<file path="src/rtl/background_model_ctrl.sv">
// background_model_ctrl: frame tracker and bring-up sequencer (bypass warm-up, fast learn, run) for the background-model datapath.
// Define BGM_CTRL_STALL_FLUSH_EN to build the stall watchdog that drives force_ready.
module background_model_ctrl #(
    parameter int FRAME_LINES  = 480,
    parameter int CNT_W        = 16,
    parameter int STALL_CYCLES = 1024
) (
    input  logic             aclk,
    input  logic             areset,
    input  logic             enable,
    input  logic [7:0]       cfg_bg_th,
    input  logic [7:0]       cfg_fd_th,
    input  logic [7:0]       cfg_alpha,
    input  logic [7:0]       cfg_alpha_fast,
    input  logic [CNT_W-1:0] cfg_warmup_frames,
    input  logic [CNT_W-1:0] cfg_learn_frames,
    input  logic             err_clear,
    input  logic             mon_tvalid,
    input  logic             mon_tready,
    input  logic             mon_tuser,
    input  logic             mon_tlast,
    input  logic             mon_out_tready,
    output logic             ce,
    output logic [7:0]       alpha,
    output logic [7:0]       bg_th,
    output logic [7:0]       fd_th,
    output logic             force_ready,
    output logic [1:0]       state,
    output logic [CNT_W-1:0] frame_cnt,
    output logic             sof_err
);
    localparam int LW = $clog2(FRAME_LINES + 1);
    localparam logic [LW-1:0] LAST = LW'(FRAME_LINES - 1);

    typedef enum logic [1:0] {IDLE, WARMUP, LEARN, RUN} state_t;

    state_t st, st_n;
    logic [LW-1:0] line_cnt, lc_eff;
    logic [CNT_W-1:0] wc, wc_n, lc, lc_n, wc_inc, lc_inc;
    logic synced, beat, sof, le, fe;

    // an SOF restarts the line count before the same beat is judged as a line/frame end
    assign beat   = mon_tvalid & mon_tready;
    assign sof    = beat & mon_tuser;
    assign le     = beat & mon_tlast & (synced | sof);
    assign lc_eff = sof ? '0 : line_cnt;
    assign fe     = le & (lc_eff == LAST);
    assign wc_inc = wc + CNT_W'(1);
    assign lc_inc = lc + CNT_W'(1);
    assign state  = st;

    always_comb begin
        st_n = st;
        wc_n = wc;
        lc_n = lc;
        if (fe) begin
            if (st != IDLE && !enable)
                st_n = IDLE;
            else
                case (st)
                    IDLE: if (enable) begin
                        wc_n = '0;
                        lc_n = '0;
                        st_n = cfg_warmup_frames != '0 ? WARMUP : cfg_learn_frames != '0 ? LEARN : RUN;
                    end
                    WARMUP: begin
                        wc_n = wc_inc;
                        if (wc_inc == cfg_warmup_frames) begin
                            lc_n = '0;
                            st_n = cfg_learn_frames != '0 ? LEARN : RUN;
                        end
                    end
                    LEARN: begin
                        lc_n = lc_inc;
                        if (lc_inc == cfg_learn_frames)
                            st_n = RUN;
                    end
                    default: ;
                endcase
        end
    end

    always_ff @(posedge aclk or posedge areset) begin
        if (areset) begin
            st        <= IDLE;
            wc        <= '0;
            lc        <= '0;
            line_cnt  <= '0;
            synced    <= 1'b0;
            sof_err   <= 1'b0;
            frame_cnt <= '0;
            ce        <= 1'b0;
            alpha     <= '0;
            bg_th     <= '0;
            fd_th     <= '0;
        end else begin
            st       <= st_n;
            wc       <= wc_n;
            lc       <= lc_n;
            line_cnt <= fe ? '0 : le ? lc_eff + LW'(1) : lc_eff;
            if (sof)
                synced <= 1'b1;
            if (sof && line_cnt != '0)
                sof_err <= 1'b1;
            else if (err_clear)
                sof_err <= 1'b0;
            if (fe) begin
                frame_cnt <= frame_cnt + CNT_W'(1);
                bg_th     <= cfg_bg_th;
                fd_th     <= cfg_fd_th;
                ce        <= st_n == LEARN || st_n == RUN;
                alpha     <= st_n == LEARN ? cfg_alpha_fast : st_n == RUN ? cfg_alpha : '0;
            end
        end
    end

`ifdef BGM_CTRL_STALL_FLUSH_EN
    localparam int SW = $clog2(STALL_CYCLES + 1);
    localparam logic [SW-1:0] STALL_LAST = SW'(STALL_CYCLES - 1);

    logic [SW-1:0] stall_cnt;
    logic stall;

    assign stall = mon_tvalid & ~mon_out_tready;

    // flush holds until the frame boundary, then the watchdog rearms from zero
    always_ff @(posedge aclk or posedge areset) begin
        if (areset) begin
            stall_cnt   <= '0;
            force_ready <= 1'b0;
        end else if (fe | sof) begin
            stall_cnt   <= '0;
            force_ready <= 1'b0;
        end else if (force_ready | ~stall) begin
            stall_cnt <= '0;
        end else if (stall_cnt == STALL_LAST) begin
            stall_cnt   <= '0;
            force_ready <= 1'b1;
        end else begin
            stall_cnt <= stall_cnt + SW'(1);
        end
    end
`else
    logic unused_stall;
    assign unused_stall = mon_out_tready ^ (STALL_CYCLES == 0);
    assign force_ready  = 1'b0;
`endif
endmodule

</file>
<file path="config.mk">
export PLATFORM = sky130hd
export DESIGN_NAME = background_model_ctrl
export DESIGN_NICKNAME = d
export VERILOG_FILES = /design/src/rtl/background_model_ctrl.sv
export SDC_FILE = /design/constraint.sdc
export NUM_CORES = 1
export LEC_CHECK = 0
export BUFFER_PORTS_ARGS = -buffer_cell sky130_fd_sc_hd__buf_4
export CAP_MARGIN = 5
export CORE_ASPECT_RATIO = 0.75
export CORE_MARGIN = 4
export CORE_UTILIZATION = 25
export CTS_BUF_LIST = sky130_fd_sc_hd__clkbuf_2 sky130_fd_sc_hd__clkbuf_4 sky130_fd_sc_hd__clkbuf_8
export CTS_CLUSTER_SIZE = 40
export DETAILED_ROUTE_END_ITERATION = 16
export HOLD_SLACK_MARGIN = 0.1
export PLACE_DENSITY = 0.46
export SYNTH_ARGS = -nofsm -noshare
export SYNTH_HDL_FRONTEND = slang
export SYNTH_SLANG_ARGS = --single-unit
</file>
<file path="constraint.sdc">
create_clock -name aclk -period 7.1 [get_ports aclk]
set_clock_uncertainty 0.2 [all_clocks]
set_input_delay 1.42 -clock aclk [delete_from_list [all_inputs] [get_ports aclk]]
set_output_delay 1.42 -clock aclk [all_outputs]
set_load 0.01 [all_outputs]
</file>
# Word-level counts from Yosys, hierarchy flattened
# Index checks and enable logic that the tools add are counted.
[word_totals]
regBits = 86
in_bits = 73
output_inout_bits = 45
word_cells = 64
[classes]
n_addsub = 4
eq_ne = 9
n_mux = 19
bitwise = 7
n_reduce_logical = 14
[ops]
columns = ["operator", "n"]
rows = [
  ["adder 16 x 1 -> 16 bit (second input constant)", 3],
  ["one-hot mux 16 bit (3 select lines)", 1],
  ["== test 16 bit", 2],
  ["two-way mux 16 bit", 2],
  ["one-hot mux 16 bit (2 select lines)", 1],
  ["nonzero test 16 bit", 2],
  ["two-way mux 9 bit", 3],
  ["two-way mux 8 bit", 2],
  ["two-way mux 2 bit", 6],
  ["adder 9 x 1 -> 9 bit (second input constant)", 1],
  ["== test 9 bit (second input constant)", 1],
  ["nonzero test 9 bit", 1],
  ["== test 2 bit (second input constant)", 3],
  ["one-hot mux 2 bit (3 select lines)", 1],
  ["nonzero test 2 bit", 3],
  ["AND 1 bit", 5],
  ["AND reduction 5 bit", 1],
  ["!= test 2 bit (second input constant)", 2],
  ["AND reduction 4 bit", 1],
  ["two-way mux 1 bit", 3],
  ["nonzero test 3 bit", 1],
  ["== test 2 x 1 -> 1 bit (second input constant)", 1],
  ["logical AND 1 bit", 2],
  ["zero test 2 bit", 1],
  ["other kinds (4)", 4],
]

# Longest topological paths before layout
# Gate-level depths: netlist of the first run.
[logic_depth]
ltp_word = 10
mapped_depth = 12
depth_no_buf = 11

# Worst setup path after synthesis of the first run
# No wires, ideal clock.
[synth_timing]
kind = "input port to flip-flop"
from = "in mon_tvalid"
to = "reg frame_cnt[14]"
setup_ns = 0.079
arrival_ns = 3.440
t_required_ns = 6.821
slack_ns = 3.380
stages = 11
cell_sequence = "nand3_1 > and2_1 > ha_1 > nand2_1 > and4b_1 > and2_1 > clkbuf_1 > and4_1 > nand2_1 > nor3_1 > xor2_1"
[synth_between]
elab_chain_cells = 5
elab_cells_between_ends = 8
classes_between = "1 x eq/ne; 1 x mux; 6 x bitwise"
[synth_rtl]
columns = ["item", "line", "source"]
rows = [
  ["start, declared", "18", "input logic mon_tvalid,"],
  ["AND 1 bit (*)", "43", "assign beat = mon_tvalid & mon_tready;"],
  ["AND 1 bit", "44", "assign sof = beat & mon_tuser;"],
  ["two-way mux 9 bit / OR 1 bit (equally long branches)", "46, 45", ""],
  ["== test 9 bit / AND 1 bit (equally long branches)", "47, 45", ""],
  ["AND 1 bit (*)", "47", "assign fe = le & (lc_eff == LAST);"],
  ["end signal, assigned", "108", "frame_cnt <= frame_cnt + CNT_W'(1);"],
  ["end, declared", "29", "output logic [CNT_W-1:0] frame_cnt,"],
]
# Mark *: on every way between the ends. The rest lies on a longest branch, timed or not.
# A chain may end at the register's enable or synchronous reset.

# Worst setup path in the final report of the first run
[layout_timing]
from = "in mon_tvalid"
to = "reg alpha[3]"
[layout_between]
elab_chain_cells = 9
elab_cells_between_ends = 13
classes_between = "3 x eq/ne; 4 x mux; 6 x bitwise"
[layout_rtl]
columns = ["item", "line", "source"]
rows = [
  ["AND 1 bit (*)", "43", ""],
  ["AND 1 bit", "44", ""],
  ["two-way mux 9 bit / OR 1 bit (equally long branches)", "46, 45", ""],
  ["== test 9 bit / AND 1 bit (equally long branches)", "47, 45", ""],
  ["AND 1 bit (*)", "47", ""],
  ["two-way mux 2 bit", "56", "if (fe) begin"],
  ["== test 2 bit", "112", "alpha <= st_n == LEARN ? cfg_alpha_fast : st_n == RUN ? cfg_alpha : '0;"],
  ["two-way mux 8 bit (2 in series)", "112", ""],
  ["end signal, assigned", "112", ""],
  ["end, declared", "24", "output logic [7:0] alpha,"],
]
# Marks and branches as above.

==> flow_metrics.tcl, run 1 <==
set metrics [dict create \
    status "finished, final reports clean" \
    ys_dominant_reg_cell "dfrtp_1" \
    max_clock_freq_mhz 210 \
    worstPathCellList "buf_4, nand3_1, and2_1, ha_1, nand2_1, and4b_1, nand4_1, nor2_1, o41ai_1, nand3_1, mux2i_1, o21ai_1" \
    track_usage_pct 13.3 \
    num_rows 45 \
    max_stage_delay_ns 0.74 \
    crit_arrival_ns 4.81 \
    drive_above_1_share_pct 20.5 \
    yosysMostFrequentCell "nand2_1" \
    htreeDepth 3 \
    p_per_area_mw_per_mm2 148 \
    ys_ff_latch 86 \
    clock_sinks 86 \
    cts_max_path_buffers 2 \
    cp-end-kind "register" \
    worstReg2RegStart "wc[0]$_DFFE_PP0P_" \
    grt_max_degree 76 \
    synth_edf_count 0 \
    post-place-ws_ns 1.99 \
    min_to "frame_cnt[15]$_DFFE_PP0P_" \
    ant_nets 0 \
    place_area_sq_mm 0.00621 \
    vias 4725 \
    clk_pin_slew_ns 0.09 \
    rsz0062_at_grt "no" \
    synth.avg_cell_area_sq_um 8.67 \
    cts_buffers 9 \
    hold_buffers 0 \
    seq_area_sq_mm 0.00215 \
    synth-seq-area-share_pct 41.7 \
    crit_path_max_fanout 21 \
    hold_start "frame_cnt[15]$_DFFE_PP0P_" \
    setup_viol_count_final 0 \
    synth_cells 595 \
    syn_nets 672 \
    synthAdderAreaFrac_pct 0.970 \
    die_h_um 132 \
    crit_top_cell "nand3_1" \
    grt-ovfl-total 0 \
    period_needed_ns 4.76 \
    fill_cells 2181 \
    wirelength_mm 15.3 \
    vdd_drop_max_mv 0.0826 \
    synth_top_area_cell "dfrtp_1" \
    drcViolationCount 0 \
    worst_pin_slew_ns 1.09 \
    criticalPathCategory "input pin to register" \
    cts_tree "built" \
    drt_iter0_drc 303 \
    firstDrtPassIters 5 \
    insertion_delay_ns 0.38 \
    ios 118 \
    multi_input_area_sq_mm 0.00281 \
    leakagePower_nw 2.78 \
    synth_top_area_share_pct 41.7 \
    syn2layout_area_growth_pct 24.0 \
    synth_top_family_by_area "simple AND/OR/NAND/NOR gates" \
    min_path_type "register to register" \
    synth_compound_area_share_pct 13.9 \
    r2r_cells 9 \
    initial_core_util_pct 25.4 \
    reg2reg_to "alpha[3]$_DFFE_PP0P_" \
    dieArea_sq_mm 0.0230 \
    fin_area_sq_mm 0.00640 \
    cts_resized 0 \
    grt_pass1_wl_mm 25.0 \
    antenna_found_initial 0 \
    critPathLaunchType "input pin" \
    fin_crit_sh_pct 67.0 \
    gp_congestion 0.831 \
    hold_depth 1 \
    max-slew-margin-rel_pct 27.5 \
    synth_area_leaders "dfrtp_1 42%, nand2_1 8.2%, xnor2_1 6.5%" \
    hpwlAfterDp_mm 11.1 \
    synth_xor_area_share_pct 10.4 \
    critPathRequiredTime_ns 7.15 \
    muxShareOfSynthArea_pct 2.13 \
    final_hold_viol_count 0 \
    core_area_sq_mm 0.0203 \
    cts_setup_buffers 0 \
    placement.io_buffers 115 \
    grt_pass1_vias 4663 \
    synth_cell_types 58 \
    ys_async_sr_fraction_pct 100 \
    die_w_um 174 \
    maxSlewViolCount 0 \
    fin_tns_setup_ns 0 \
    maxCapViolations 0 \
    setup_slack_ns 2.34 \
    yosys.area_share.simple_pct 27.0 \
    clock-root-buffer "clkbuf_8" \
    cp_slowest_cell "nand4_1" \
    yosysWarnings 0 \
    avgRoutedWirePerCell_um 16.0 \
    antennaDiodeCount 0 \
    layout.nets 768 \
    post_drt_via_cell_ratio 4.95 \
    synthTopCellsByCount "113 x nand2_1, 86 x dfrtp_1, 38 x xnor2_1, 37 x nor2_1, 25 x o21ai_0" \
    r2r_setup_slack_ns 3.05 \
    synth_area_sq_mm 0.00516 \
]
## cell usage in the layout, fill, tap and decap left out, types with 4 or more instances in the layout
| master | count |
|---|---|
| nand3_1 | 18 |
| buf_4 | 117 |
| o21ai_1 | 10 |
| clkbuf_8 | 10 |
| a31oi_1 | 19 |
| nand4_1 | 18 |
| nor4_1 | 17 |
| nor2_1 | 37 |
| xnor2_1 | 38 |
| ha_1 | 4 |
| and2_1 | 8 |
| and4_1 | 11 |
| or3_1 | 5 |
| nand2_1 | 113 |
| o21a_1 | 5 |
| o21ai_0 | 25 |
| a21oi_1 | 24 |
| inv_1 | 10 |
| mux2i_1 | 11 |
| dfrtp_1 | 86 |
| and3_1 | 8 |
| nor3_1 | 11 |
| xor2_1 | 23 |
| o31ai_1 | 11 |
## cell families after synthesis
kind of cell | count (synthesis)
other | 1
muxes | 11
adders and majority gates | 4
xor gates and xnor gates | 61
and+or+nand+nor | 274
AOI/OAI and AO/OA | 115
buffers and inverters | 43
DFF | 86
## sequential cells by signal, indices dropped and copies added, names as in the netlist
register   count
alpha          8
sof_err        1
state          2
wc            16
ce             1
bg_th          8
line_cnt       9
lc            16
fd_th          8
synced         1
frame_cnt     16
## critical path: cells and delay by family
family	cells	cell delay (ns)
simple gates	7	2.54
mux	1	0.30
compound gates	2	0.22
fa+ha+maj	1	0.19
buf+inv	1	0.12
## where the power goes
part           switching (mW)  leakage, nW  internal (mW)
clock                   0.203       0.0910          0.142
sequential            0.00493         1.17          0.497
combinational          0.0483         1.52         0.0498
## cell type report
class / instances / share of cell area (%)
clock buffer: 10 / 2.15
clock inverter: 6 / 0.822
inverter: 11 / 0.665
multi-input combinational: 466 / 43.9
sequential: 86 / 33.6
tap: 258 / 5.05
timing repair buffer: 117 / 13.7
## stage by stage
step / util [%] / hold WS (ns) / total power [mW] / std cells
after global routing: 31.6 / 0.301 / 0.997 / 954
after CTS: 31.6 / 0.285 / 0.964 / 954
after detailed placement: 30.6 / 0.266 / 0.611 / 938
final: 31.6 / 0.282 / 0.944 / 954
after floorplan: - / 0.236 / 0.558 / 595
after global placement: 30.6 / 0.258 / 0.608 / 938
## worst max path at each step
stage | start | end | slack (ns) | cells past startpoint
after floorplan | areset | alpha[0]$_DFFE_PP0P_ | 3.26 | 1
after global placement | mon_tvalid | alpha[7]$_DFFE_PP0P_ | 2.05 | 12
after detailed placement | mon_tvalid | alpha[3]$_DFFE_PP0P_ | 1.99 | 12
after CTS | mon_tvalid | alpha[3]$_DFFE_PP0P_ | 2.40 | 12
after global routing | mon_tvalid | alpha[3]$_DFFE_PP0P_ | 2.03 | 12
final | mon_tvalid | alpha[3]$_DFFE_PP0P_ | 2.34 | 12
## layer usage
| metal | share of wire [%] | vias up | track usage (%) |
|---|---|---|---|
| li1 | - | 2311 | - |
| met1 | 48 | 2263 | 18.7 |
| met2 | 44 | 138 | 19.9 |
| met3 | 7.1 | 13 | 4.44 |
| met4 | 0.94 | 0 | 2.68 |
| met5 | 0 | - | 0 |
No activity file was read; power rests on OpenSTA's default activity.
==> inputs of run 2 (changes only) <==
Settings changed: ABC_AREA set to 1.
Clock period 7.1 ns to 4.5 ns, I/O delays scaled along.
==> run 2 against run 1 <==
Via count up 7.8%. Worst hold slack worse by 0.010 ns. Power up 54%. Area after synthesis up 5.6%. Critical endpoint is now lc[8]$_DFFE_PP0P_. Final cell count up 22%. Final area up 6.7%. Sequential share of layout area down 2.1 points. Sequential cell count unchanged. Die area up 5.3%. Critical path depth up 2. Sequential power up 55%. Clock-buffer cell count down 1.
==> flow_metrics.tcl, run 2 <==
set metrics [dict create \
    status "finished, final reports clean" \
    core_area_sq_mm 0.0213 \
    gp_congestion 0.802 \
    yosysMostFrequentCell "nand2_1" \
    leakagePower_nw 3.70 \
    worst_pin_slew_ns 0.904 \
    grt_pass1_vias 4695 \
    power_frac_seq_pct 53.6 \
    layout.nets 952 \
    synth-seq-area-share_pct 39.5 \
    critPathLaunchType "input pin" \
    grt_max_degree 68 \
    syn_nets 834 \
    ant_nets 0 \
    antenna_found_initial 0 \
    hold_depth 2 \
    crit_arrival_ns 3.39 \
    grt-ovfl-total 0 \
    hpwlAfterDp_mm 11.5 \
    internal-power_mw 1.05 \
    hold_start "synced$_DFFE_PP0P_" \
    htreeDepth 3 \
    maxSlewViolCount 0 \
    rsz0062_at_grt "no" \
    ys_ff_latch 86 \
    min_to "synced$_DFFE_PP0P_" \
    firstDrtPassIters 5 \
    fin_area_sq_mm 0.00683 \
    hold_buffers 0 \
    drcViolationCount 0 \
    cts_max_path_buffers 2 \
    maxCapViolations 0 \
    clk_pin_slew_ns 0.10 \
    synth_area_leaders "dfrtp_1 40%, nand2_1 18%, nand3_1 7.4%" \
    avgRoutedWirePerCell_um 13.1 \
    syn2layout_area_growth_pct 25.4 \
    min_path_type "register to register" \
    switching_share_pct 27.7 \
    wirelength_mm 15.3 \
    final_hold_viol_count 0 \
    reg_top3 "frame_cnt: 16 flops, lc: 16 flops, wc: 16 flops" \
    place_inst 1152 \
    reg2reg_to "alpha[2]$_DFFE_PP0P_" \
    fin_tns_setup_ns 0 \
    die_h_um 136 \
    num_rows 46 \
    dieArea_sq_mm 0.0242 \
    cts_resized 0 \
    max_clock_freq_mhz 301 \
    vdd_drop_max_mv 0.141 \
    post_drt_via_cell_ratio 4.36 \
    vias 5094 \
    ys_dominant_reg_cell "dfrtp_1" \
    cts_setup_buffers 0 \
    synthTopCellsByCount "267 x nand2_1, 86 x dfrtp_1, 86 x inv_1, 80 x nand3_1, 54 x nor2_1" \
    synth_edf_count 0 \
    period_needed_ns 3.32 \
    final_cell_mix "267 x nand2_1, 120 x buf_4, 86 x dfrtp_1, 85 x inv_1, 80 x nand3_1" \
    p_sw_mw 0.403 \
    synth_area_sq_mm 0.00544 \
    placement.io_buffers 115 \
    place_area_sq_mm 0.00663 \
    max-slew-margin-rel_pct 39.8 \
    synth_top_area_share_pct 39.5 \
    clock-root-buffer "clkbuf_8" \
    fill_cells 2349 \
    ys_async_sr_fraction_pct 100 \
    clock_sinks 86 \
    crit_path_max_fanout 23 \
    seq_area_sq_mm 0.00215 \
    cp-end-kind "register" \
    layoutNonFillerInstCount 1168 \
    critPathRequiredTime_ns 4.56 \
    setup_viol_count_final 0 \
    criticalPathCategory "input pin to register" \
    synth.avg_cell_area_sq_um 7.19 \
    cts_buffers 9 \
    drive_above_1_share_pct 21.5 \
    p_clk_share_pct 37.7 \
    synth_top_area_cell "dfrtp_1" \
    p_per_area_mw_per_mm2 213 \
    cts_tree "built" \
    die_w_um 178 \
    drt_iter0_drc 346 \
    mostFrequentLayoutCell "nand2_1" \
    insertion_delay_ns 0.38 \
    grt_pass1_wl_mm 24.9 \
    synth_cell_types 41 \
    yosysWarnings 0 \
    combPwrFrac_pct 8.8 \
    initial_core_util_pct 25.6 \
    fin_crit_sh_pct 73.9 \
    antennaDiodeCount 0 \
    synth_cells 757 \
    track_usage_pct 12.9 \
    worstReg2RegStart "wc[0]$_DFFE_PP0P_" \
    r2r_cells 17 \
    r2r_setup_slack_ns 1.45 \
    ios 118 \
    multi_input_area_sq_mm 0.00288 \
]
==> run 2: logic make-up (layout without fill, tap and decap cells) <==
group           Yosys count  after routing  share of synthesized area (%)
compound gates           54             54                           5.81
xor+xnor                 23             23                           4.46
fa+ha+maj                 4              4                          0.919
flops                    86             86                           39.5
simple gates            486            486                           41.6
buf+inv                 103            226                           7.58
other cells               1              1                         0.0689
==> run 2: cell type report <==
type                    instances  share of cell area, %
multi-input cells             568                   42.2
flip-flops and latches         86                   31.5
repair buffers                120                   13.2
well taps                     288                   5.28
inverters                      90                   4.99
clock buffers                   9                   1.81
clock inverters                 7                   1.03
==> run 2: power groups by stage <==
stage	logic (mW)	registers [mW]	clock network, mW
finish	0.128	0.780	0.549
global route	0.146	0.781	0.609
detailed placement	0.131	0.796	0
CTS	0.131	0.781	0.581
floorplan	0.0555	0.796	0
global placement	0.130	0.796	0
==> run 2: how the worst max path moves through the flow <==
stage | cells past startpoint | startpoint | endpoint
6_report | 14 | mon_tvalid | lc[8]$_DFFE_PP0P_
5_1_grt | 14 | mon_tvalid | lc[12]$_DFFE_PP0P_
4_1_cts | 14 | mon_tvalid | lc[8]$_DFFE_PP0P_
3_5_place_dp | 14 | mon_tvalid | lc[8]$_DFFE_PP0P_
3_3_place_gp | 14 | mon_tvalid | lc[13]$_DFFE_PP0P_
2_1_floorplan | 1 | areset | alpha[0]$_DFFE_PP0P_
==> run 2: stage by stage <==
| step | setup slack, ns | hold slack [ns] | utilization, % | power, mW |
|---|---|---|---|---|
| floorplan | 1.18 | 0.229 | - | 0.851 |
| global placement | 0.783 | 0.249 | 31.1 | 0.926 |
| detailed placement | 0.760 | 0.251 | 31.1 | 0.927 |
| CTS | 1.18 | 0.278 | 32.1 | 1.49 |
| global route | 0.874 | 0.294 | 32.1 | 1.54 |
| finish | 1.18 | 0.272 | 32.1 | 1.46 |
==> run 2: worst max-delay path, stage by stage <==
cell     delay [ns]
buf_4          0.09
nand3_2        0.23
nand2_1        0.15
nand4_1        0.16
inv_2          0.17
nand4_2        0.12
nor2_2         0.19
nand4_4        0.23
nor2_1         0.33
nand2_1        0.11
nand2_2        0.37
inv_2          0.18
nand2_1        0.09
o21ai_1        0.06
==> run 2: metal layers <==
layer | global-route usage, % | up-vias | part of all wire [%]
li1 | - | 2685 | -
met1 | 20.3 | 2288 | 54
met2 | 17.7 | 113 | 40
met3 | 3.43 | 8 | 5.9
met4 | 1.96 | 0 | 0.59
met5 | 0 | - | 0
